==> src/rtl/wb_port_arbiter_if.sv <==
// Core-side request ports plus the Wishbone classic master bus of the port arbiter.
// Per-port fields are packed arrays; port p occupies slice p.
interface wb_port_arbiter_if #(
  parameter int NUM_PORTS  = 2,
  parameter int ADDR_WIDTH = 32,
  parameter int DATA_WIDTH = 32
);
  localparam int SW = DATA_WIDTH / 8;

  logic [NUM_PORTS-1:0]                 req_i;
  logic [NUM_PORTS-1:0]                 we_i;
  logic [NUM_PORTS-1:0][ADDR_WIDTH-1:0] addr_i;
  logic [NUM_PORTS-1:0][DATA_WIDTH-1:0] wdata_i;
  logic [NUM_PORTS-1:0][SW-1:0]         be_i;
  logic [NUM_PORTS-1:0]                 ack_o;
  logic [NUM_PORTS-1:0]                 err_o;
  logic [DATA_WIDTH-1:0]                rdata_o;

  logic                  wb_cyc_o;
  logic                  wb_stb_o;
  logic                  wb_we_o;
  logic [ADDR_WIDTH-1:0] wb_addr_o;
  logic [DATA_WIDTH-1:0] wb_data_o;
  logic [SW-1:0]         wb_sel_o;
  logic [DATA_WIDTH-1:0] wb_data_i;
  logic                  wb_ack_i;

  modport master (
    input  req_i, we_i, addr_i, wdata_i, be_i, wb_data_i, wb_ack_i,
    output ack_o, err_o, rdata_o, wb_cyc_o, wb_stb_o, wb_we_o, wb_addr_o, wb_data_o, wb_sel_o
  );

  modport slave (
    output req_i, we_i, addr_i, wdata_i, be_i, wb_data_i, wb_ack_i,
    input  ack_o, err_o, rdata_o, wb_cyc_o, wb_stb_o, wb_we_o, wb_addr_o, wb_data_o, wb_sel_o
  );
endinterface

==> src/rtl/wb_port_arbiter.sv <==
// Round-robin arbiter folding NUM_PORTS core request ports onto one Wishbone classic
// master, with a per-transfer wait timeout that aborts the cycle and flags err_o.
module wb_port_arbiter #(
  parameter int NUM_PORTS      = 2,
  parameter int ADDR_WIDTH     = 32,
  parameter int DATA_WIDTH     = 32,
  parameter int TIMEOUT_CYCLES = 1024
) (
  input  logic clk,
  input  logic rst,
  wb_port_arbiter_if.master bus
);
  localparam int SW = DATA_WIDTH / 8;
  localparam int PW = (NUM_PORTS > 1) ? $clog2(NUM_PORTS) : 1;
  localparam int CW = (TIMEOUT_CYCLES > 1) ? $clog2(TIMEOUT_CYCLES + 1) : 1;

  typedef enum logic [1:0] {IDLE, BUS, RESP} state_t;

  state_t                 state_q, state_d;
  logic [PW-1:0]          ptr_q, ptr_d;
  logic [PW-1:0]          grant_q, grant_d;
  logic [CW-1:0]          cnt_q, cnt_d;
  logic                   cyc_q, cyc_d;
  logic                   we_q, we_d;
  logic [ADDR_WIDTH-1:0]  addr_q, addr_d;
  logic [DATA_WIDTH-1:0]  data_q, data_d;
  logic [SW-1:0]          sel_q, sel_d;
  logic [NUM_PORTS-1:0]   ack_q, ack_d;
  logic [NUM_PORTS-1:0]   err_q, err_d;
  logic [DATA_WIDTH-1:0]  rdata_q, rdata_d;

  // Rotate requests so bit 0 is the port at the round-robin pointer.
  logic [2*NUM_PORTS-1:0] req_rot;
  logic                   found;
  int                     off;
  logic [PW-1:0]          pick;
  logic [PW-1:0]          ptr_next;

  assign req_rot  = {bus.req_i, bus.req_i} >> ptr_q;
  assign ptr_next = PW'((int'(grant_q) + 1) % NUM_PORTS);

  always_comb begin
    found = 1'b0;
    off   = 0;
    for (int i = 0; i < NUM_PORTS; i++) begin
      if (!found && req_rot[i]) begin
        found = 1'b1;
        off   = i;
      end
    end
    pick = PW'((int'(ptr_q) + off) % NUM_PORTS);
  end

  always_comb begin
    state_d = state_q;
    ptr_d   = ptr_q;
    grant_d = grant_q;
    cnt_d   = cnt_q;
    cyc_d   = cyc_q;
    we_d    = we_q;
    addr_d  = addr_q;
    data_d  = data_q;
    sel_d   = sel_q;
    ack_d   = '0;
    err_d   = '0;
    rdata_d = rdata_q;
    case (state_q)
      IDLE: if (found) begin
        grant_d = pick;
        cyc_d   = 1'b1;
        we_d    = bus.we_i[pick];
        addr_d  = bus.addr_i[pick];
        data_d  = bus.wdata_i[pick];
        sel_d   = bus.be_i[pick];
        cnt_d   = '0;
        state_d = BUS;
      end
      BUS: begin
        // A late ack on the timeout cycle still wins over the abort.
        if (bus.wb_ack_i) begin
          cyc_d          = 1'b0;
          rdata_d        = bus.wb_data_i;
          ack_d[grant_q] = 1'b1;
          ptr_d          = ptr_next;
          state_d        = RESP;
        end else if (TIMEOUT_CYCLES != 0 && cnt_q == CW'(TIMEOUT_CYCLES - 1)) begin
          cyc_d          = 1'b0;
          err_d[grant_q] = 1'b1;
          ptr_d          = ptr_next;
          state_d        = RESP;
        end else begin
          cnt_d = cnt_q + CW'(1);
        end
      end
      RESP:    state_d = IDLE;
      default: state_d = IDLE;
    endcase
  end

  always_ff @(posedge clk or posedge rst) begin
    if (rst) begin
      state_q <= IDLE;
      ptr_q   <= '0;
      grant_q <= '0;
      cnt_q   <= '0;
      cyc_q   <= 1'b0;
      we_q    <= 1'b0;
      addr_q  <= '0;
      data_q  <= '0;
      sel_q   <= '0;
      ack_q   <= '0;
      err_q   <= '0;
      rdata_q <= '0;
    end else begin
      state_q <= state_d;
      ptr_q   <= ptr_d;
      grant_q <= grant_d;
      cnt_q   <= cnt_d;
      cyc_q   <= cyc_d;
      we_q    <= we_d;
      addr_q  <= addr_d;
      data_q  <= data_d;
      sel_q   <= sel_d;
      ack_q   <= ack_d;
      err_q   <= err_d;
      rdata_q <= rdata_d;
    end
  end

  assign bus.wb_cyc_o  = cyc_q;
  assign bus.wb_stb_o  = cyc_q;
  assign bus.wb_we_o   = we_q;
  assign bus.wb_addr_o = addr_q;
  assign bus.wb_data_o = data_q;
  assign bus.wb_sel_o  = sel_q;
  assign bus.ack_o     = ack_q;
  assign bus.err_o     = err_q;
  assign bus.rdata_o   = rdata_q;
endmodule

==> src/flat_wrapper.sv <==
// flat-port wrapper written by rule: the top's interface ports become plain ports
module wb_port_arbiter_flat 
#(
  parameter int NUM_PORTS      = 2,
  parameter int ADDR_WIDTH     = 32,
  parameter int DATA_WIDTH     = 32,
  parameter int TIMEOUT_CYCLES = 1024
)
  (clk, rst, bus_req_i, bus_we_i, bus_addr_i, bus_wdata_i, bus_be_i, bus_wb_data_i, bus_wb_ack_i, bus_ack_o, bus_err_o, bus_rdata_o, bus_wb_cyc_o, bus_wb_stb_o, bus_wb_we_o, bus_wb_addr_o, bus_wb_data_o, bus_wb_sel_o);
  wb_port_arbiter_if #(.NUM_PORTS(NUM_PORTS), .ADDR_WIDTH(ADDR_WIDTH), .DATA_WIDTH(DATA_WIDTH)) bus_i ();
  input  logic clk;
  input  logic rst;
  input wire logic [$bits(bus_i.req_i)-1:0] bus_req_i;
  input wire logic [$bits(bus_i.we_i)-1:0] bus_we_i;
  input wire logic [$bits(bus_i.addr_i)-1:0] bus_addr_i;
  input wire logic [$bits(bus_i.wdata_i)-1:0] bus_wdata_i;
  input wire logic [$bits(bus_i.be_i)-1:0] bus_be_i;
  input wire logic [$bits(bus_i.wb_data_i)-1:0] bus_wb_data_i;
  input wire logic [$bits(bus_i.wb_ack_i)-1:0] bus_wb_ack_i;
  output wire logic [$bits(bus_i.ack_o)-1:0] bus_ack_o;
  output wire logic [$bits(bus_i.err_o)-1:0] bus_err_o;
  output wire logic [$bits(bus_i.rdata_o)-1:0] bus_rdata_o;
  output wire logic [$bits(bus_i.wb_cyc_o)-1:0] bus_wb_cyc_o;
  output wire logic [$bits(bus_i.wb_stb_o)-1:0] bus_wb_stb_o;
  output wire logic [$bits(bus_i.wb_we_o)-1:0] bus_wb_we_o;
  output wire logic [$bits(bus_i.wb_addr_o)-1:0] bus_wb_addr_o;
  output wire logic [$bits(bus_i.wb_data_o)-1:0] bus_wb_data_o;
  output wire logic [$bits(bus_i.wb_sel_o)-1:0] bus_wb_sel_o;
  assign bus_i.req_i = bus_req_i;
  assign bus_i.we_i = bus_we_i;
  assign bus_i.addr_i = bus_addr_i;
  assign bus_i.wdata_i = bus_wdata_i;
  assign bus_i.be_i = bus_be_i;
  assign bus_i.wb_data_i = bus_wb_data_i;
  assign bus_i.wb_ack_i = bus_wb_ack_i;
  assign bus_ack_o = bus_i.ack_o;
  assign bus_err_o = bus_i.err_o;
  assign bus_rdata_o = bus_i.rdata_o;
  assign bus_wb_cyc_o = bus_i.wb_cyc_o;
  assign bus_wb_stb_o = bus_i.wb_stb_o;
  assign bus_wb_we_o = bus_i.wb_we_o;
  assign bus_wb_addr_o = bus_i.wb_addr_o;
  assign bus_wb_data_o = bus_i.wb_data_o;
  assign bus_wb_sel_o = bus_i.wb_sel_o;
  wb_port_arbiter #(.NUM_PORTS(NUM_PORTS), .ADDR_WIDTH(ADDR_WIDTH), .DATA_WIDTH(DATA_WIDTH), .TIMEOUT_CYCLES(TIMEOUT_CYCLES)) u_core (.clk(clk), .rst(rst), .bus(bus_i));
endmodule
==> config.mk <==
export PLATFORM = sky130hd
export DESIGN_NAME = wb_port_arbiter_flat
export DESIGN_NICKNAME = d
export VERILOG_FILES = /design/src/rtl/wb_port_arbiter_if.sv /design/src/rtl/wb_port_arbiter.sv /design/src/flat_wrapper.sv
export SDC_FILE = /design/constraint.sdc
export NUM_CORES = 1
export LEC_CHECK = 0
export BUFFER_PORTS_ARGS = -buffer_cell sky130_fd_sc_hd__buf_2
export CORE_MARGIN = 2
export CORE_UTILIZATION = 45
export CTS_CLUSTER_SIZE = 24
export DETAILED_ROUTE_END_ITERATION = 12
export PLACE_DENSITY = 0.83
export SLEW_MARGIN = 20
export SYNTH_ARGS = -nofsm -noshare
export SYNTH_HDL_FRONTEND = slang
export SYNTH_SLANG_ARGS = --single-unit
==> constraint.sdc <==
create_clock -name clk -period 4.54 [get_ports clk]
set_input_delay 0 -clock clk [delete_from_list [all_inputs] [get_ports clk]]
set_output_delay 0 -clock clk [all_outputs]
set_load 0.02 [all_outputs]
==> results.json <==
{
  "hold_viol": 0,
  "core-area_um2": 11400,
  "crit_fanout": 42,
  "ys_top_cells_by_count": "dfrtp_1, nand2_1, mux2i_1",
  "slowest_stage": "dlygate4sd3_1",
  "routed-wl-met3_mm": 1.46,
  "grt_start_max_net_pins": 81,
  "synth.cell_area_um2": 5270,
  "crit_top_cell": "dlygate4sd3_1",
  "arrival_ps": 2710,
  "grt_setup_unrepaired": "no",
  "ys_async_sr_fraction": 1.00,
  "hold_path.class": "input port to flop",
  "ys_top_cells_by_area": "dfrtp_1, mux2i_1, mux2_2",
  "top_layer": "met4",
  "cts_buffer_depth": 2,
  "initial_utilization": 0.461,
  "cts-root-buf": "clkbuf_16",
  "gp_congestion": 0.788,
  "status": "finished clean",
  "fp.dieArea_um2": 12600,
  "portBuffers": 281,
  "synth_top_flop_cell": "dfrtp_1",
  "critPathCaptureType": "flop",
  "antenna_found_initial": 0,
  "cp_top_family": "buffers and inverters",
  "clk_pin_slew_ps": 50,
  "yosysTopAreaCell": "dfrtp_1",
  "grt_pass1_wl_mm": 31.1,
  "drv_cap": 0,
  "num_io_pins": 282,
  "synth_cells": 456,
  "leakage_nw": 4.63,
  "tns_ps": 0,
  "worst_setup_path_start_kind": "input port",
  "synth_edf_count": 0,
  "numCtsBuffers": 17,
  "ant_nets": 0,
  "place_hpwl_mm": 9.52,
  "wl_met1_mm": 6.97,
  "drt-vias-per-instance": 5.36,
  "wl_met2_mm": 11.2,
  "die_h_um": 112,
  "setup_viol": 0,
  "cp_cell_sequence": "dlygate4sd3_1 -> buf_2 -> inv_1 -> maj3_4 -> buf_16 -> mux2i_1 -> dlygate4sd3_1 -> o21ai_0",
  "worstSkewPairLatency_ps": 410,
  "synth_seq_area_share": 0.575,
  "crit_buf_inv": 5,
  "tightest_slew_ps": 806,
  "overflow": 0,
  "finClkSkew_ps": 11.6,
  "ctsHtreeMaxLevel": 4,
  "cts.repair.resized": 0,
  "p_per_area_nw_per_um2": 637,
  "cpPeakStageDelay_ps": 610,
  "fin_nets": 1083,
  "synth_cell_types": 33,
  "rows": 39,
  "track_usage": 0.318,
  "crit_type": "input port to flop",
  "peakVddDrop_v": 0.000532,
  "fin_crit_sh": 0.546,
  "drt_iter0_drc": 387,
  "cp.required_ps": 4770,
  "max_freq_mhz": 403,
  "drc": 0,
  "slew_viol_final": 0,
  "yosys_warnings": 0,
  "cts_sinks": 121,
  "cts_tree": "yes",
  "synth_nets": 632,
  "first_pass_iters": 5,
  "grt_pass1_vias": 6184,
  "period_needed_ps": 2480,
  "ys_seq_elements": 121,
  "area_growth_pct": 72.3,
  "final_layout_size_suffix_gt1_frac": 0.387,
  "total_power_w": 0.00578,
  "synth_top_area_frac": 0.575,
  "relSlewSlack": 0.463,
  "num_vias": 5698,
  "yosysMostFrequentCell": "dfrtp_1",
  "insertedDiodeCount": 0,
  "wl_mm": 20.9,
  "whs_ps": 58.5,
  "wl_per_cell_um": 19.7,
  "post_synth.cell_area_avg_um2": 11.6,
  "die_w_um": 112
}
==> layout make-up <==
cell class                      count  area (µm²)
Clock buffer                       21         460
Tap cell                          143         179
Sequential cell                   121        3030
Clock inverter                     11        97.6
Multi-Input combinational cell    302        2090
Inverter                            6        25.0
Fill cell                         603        2340
Timing Repair Buffer              459        3200
==> per-layer routing <==
layer	vias to the layer above	global-route usage
met3	100	0.0767
li1	2503	-
met5	-	0
met2	374	0.593
met4	0	0.197
met1	2721	0.316
==> worst register-to-register path, delay by kind of cell, from the launching register on <==
| family | cells | cell delay (ps) |
|---|---|---|
| adder cells (fa/ha/maj) | 1 | 570 |
| AO/OA/AOI/OAI | 1 | 130 |
| buffers and inverters | 2 | 940 |
| multiplexers | 1 | 250 |
| flip-flops | 1 | 390 |
==> worst paths after layout <==
path	end	slack, ps	startpoint	depth (start not counted)
max in group asynchronous	u_core.bus.wb_addr_o[21]$_DFFE_PP0P_	2920	rst	4
min in group asynchronous	u_core.bus.rdata_o[24]$_DFFE_PP0P_	330	rst	3
min	u_core.bus.err_o[0]$_DFF_PP0_	60	bus_wb_ack_i	3
max	u_core.bus.wb_data_o[11]$_DFFE_PP0P_	2060	bus_req_i[0]	8
max reg2reg	u_core.bus.wb_data_o[11]$_DFFE_PP0P_	2090	u_core.ptr_q$_DFFE_PP0P_	5
min reg2reg	u_core.bus.wb_addr_o[19]$_DFFE_PP0P_	480	u_core.bus.wb_addr_o[19]$_DFFE_PP0P_	2
==> registers in the layout, summed over array words and instances (netlist names) <==
name                  cells
u_core.bus.ack_o          2
u_core.bus.rdata_o       32
u_core.bus.err_o          2
u_core.grant_q            1
u_core.bus.wb_sel_o       4
u_core.bus.wb_addr_o     32
u_core.bus.wb_we_o        1
u_core.cnt_q             11
u_core.bus.wb_data_o     32
u_core.bus.wb_cyc_o       1
u_core.state_q            2
u_core.ptr_q              1
==> report_power, final <==
group          internal, W  switching, W  leakage [nW]
sequential         0.00157      0.000325          1.49
clock             0.000780      0.000505         0.265
combinational      0.00104       0.00157          2.88
total              0.00338       0.00240          4.63
==> what timing repair did <==
| action | CTS | global route |
|---|---|---|
| setup buffers | 0 | 0 |
| hold buffers | 173 | 0 |
| hold endpoints to repair | 166 | 0 |
==> cell families (layout without fill, tap and decap cells) <==
family                     count (synthesis)  after routing  share of synthesized area
buffers and inverters                     33            497                     0.0306
muxes                                    106            106                      0.210
adders and majority gates                  2              2                    0.00451
AOI/OAI and AO/OA                         87             87                     0.0917
DFF                                      121            121                      0.575
and+or+nand+nor                          107            107                     0.0888
==> cells in the final DEF, fill, tap and decap left out, drive strengths merged, types with 6 or more instances in the layout <==
cell type / netlist / layout
inv: 6 / 7
buf: 18 / 286
dfrtp: 121 / 121
mux2i: 72 / 72
o21ai: 74 / 74
nand2: 80 / 80
mux2: 34 / 34
nor3: 6 / 6
dlygate4sd3: 0 / 173
clkbuf: 9 / 21
==> stage by stage <==
stage,instance area [µm²],utilization,instances,worst slack [ps]
after floorplan,5270,-,456,1330
after global placement,6760,0.592,857,2670
after detailed placement,6760,0.592,857,2590
after CTS,9050,0.793,1062,2070
after global routing,9080,0.795,1063,1980
final,9080,0.795,1063,2060
(Power assumes the default switching activity.)
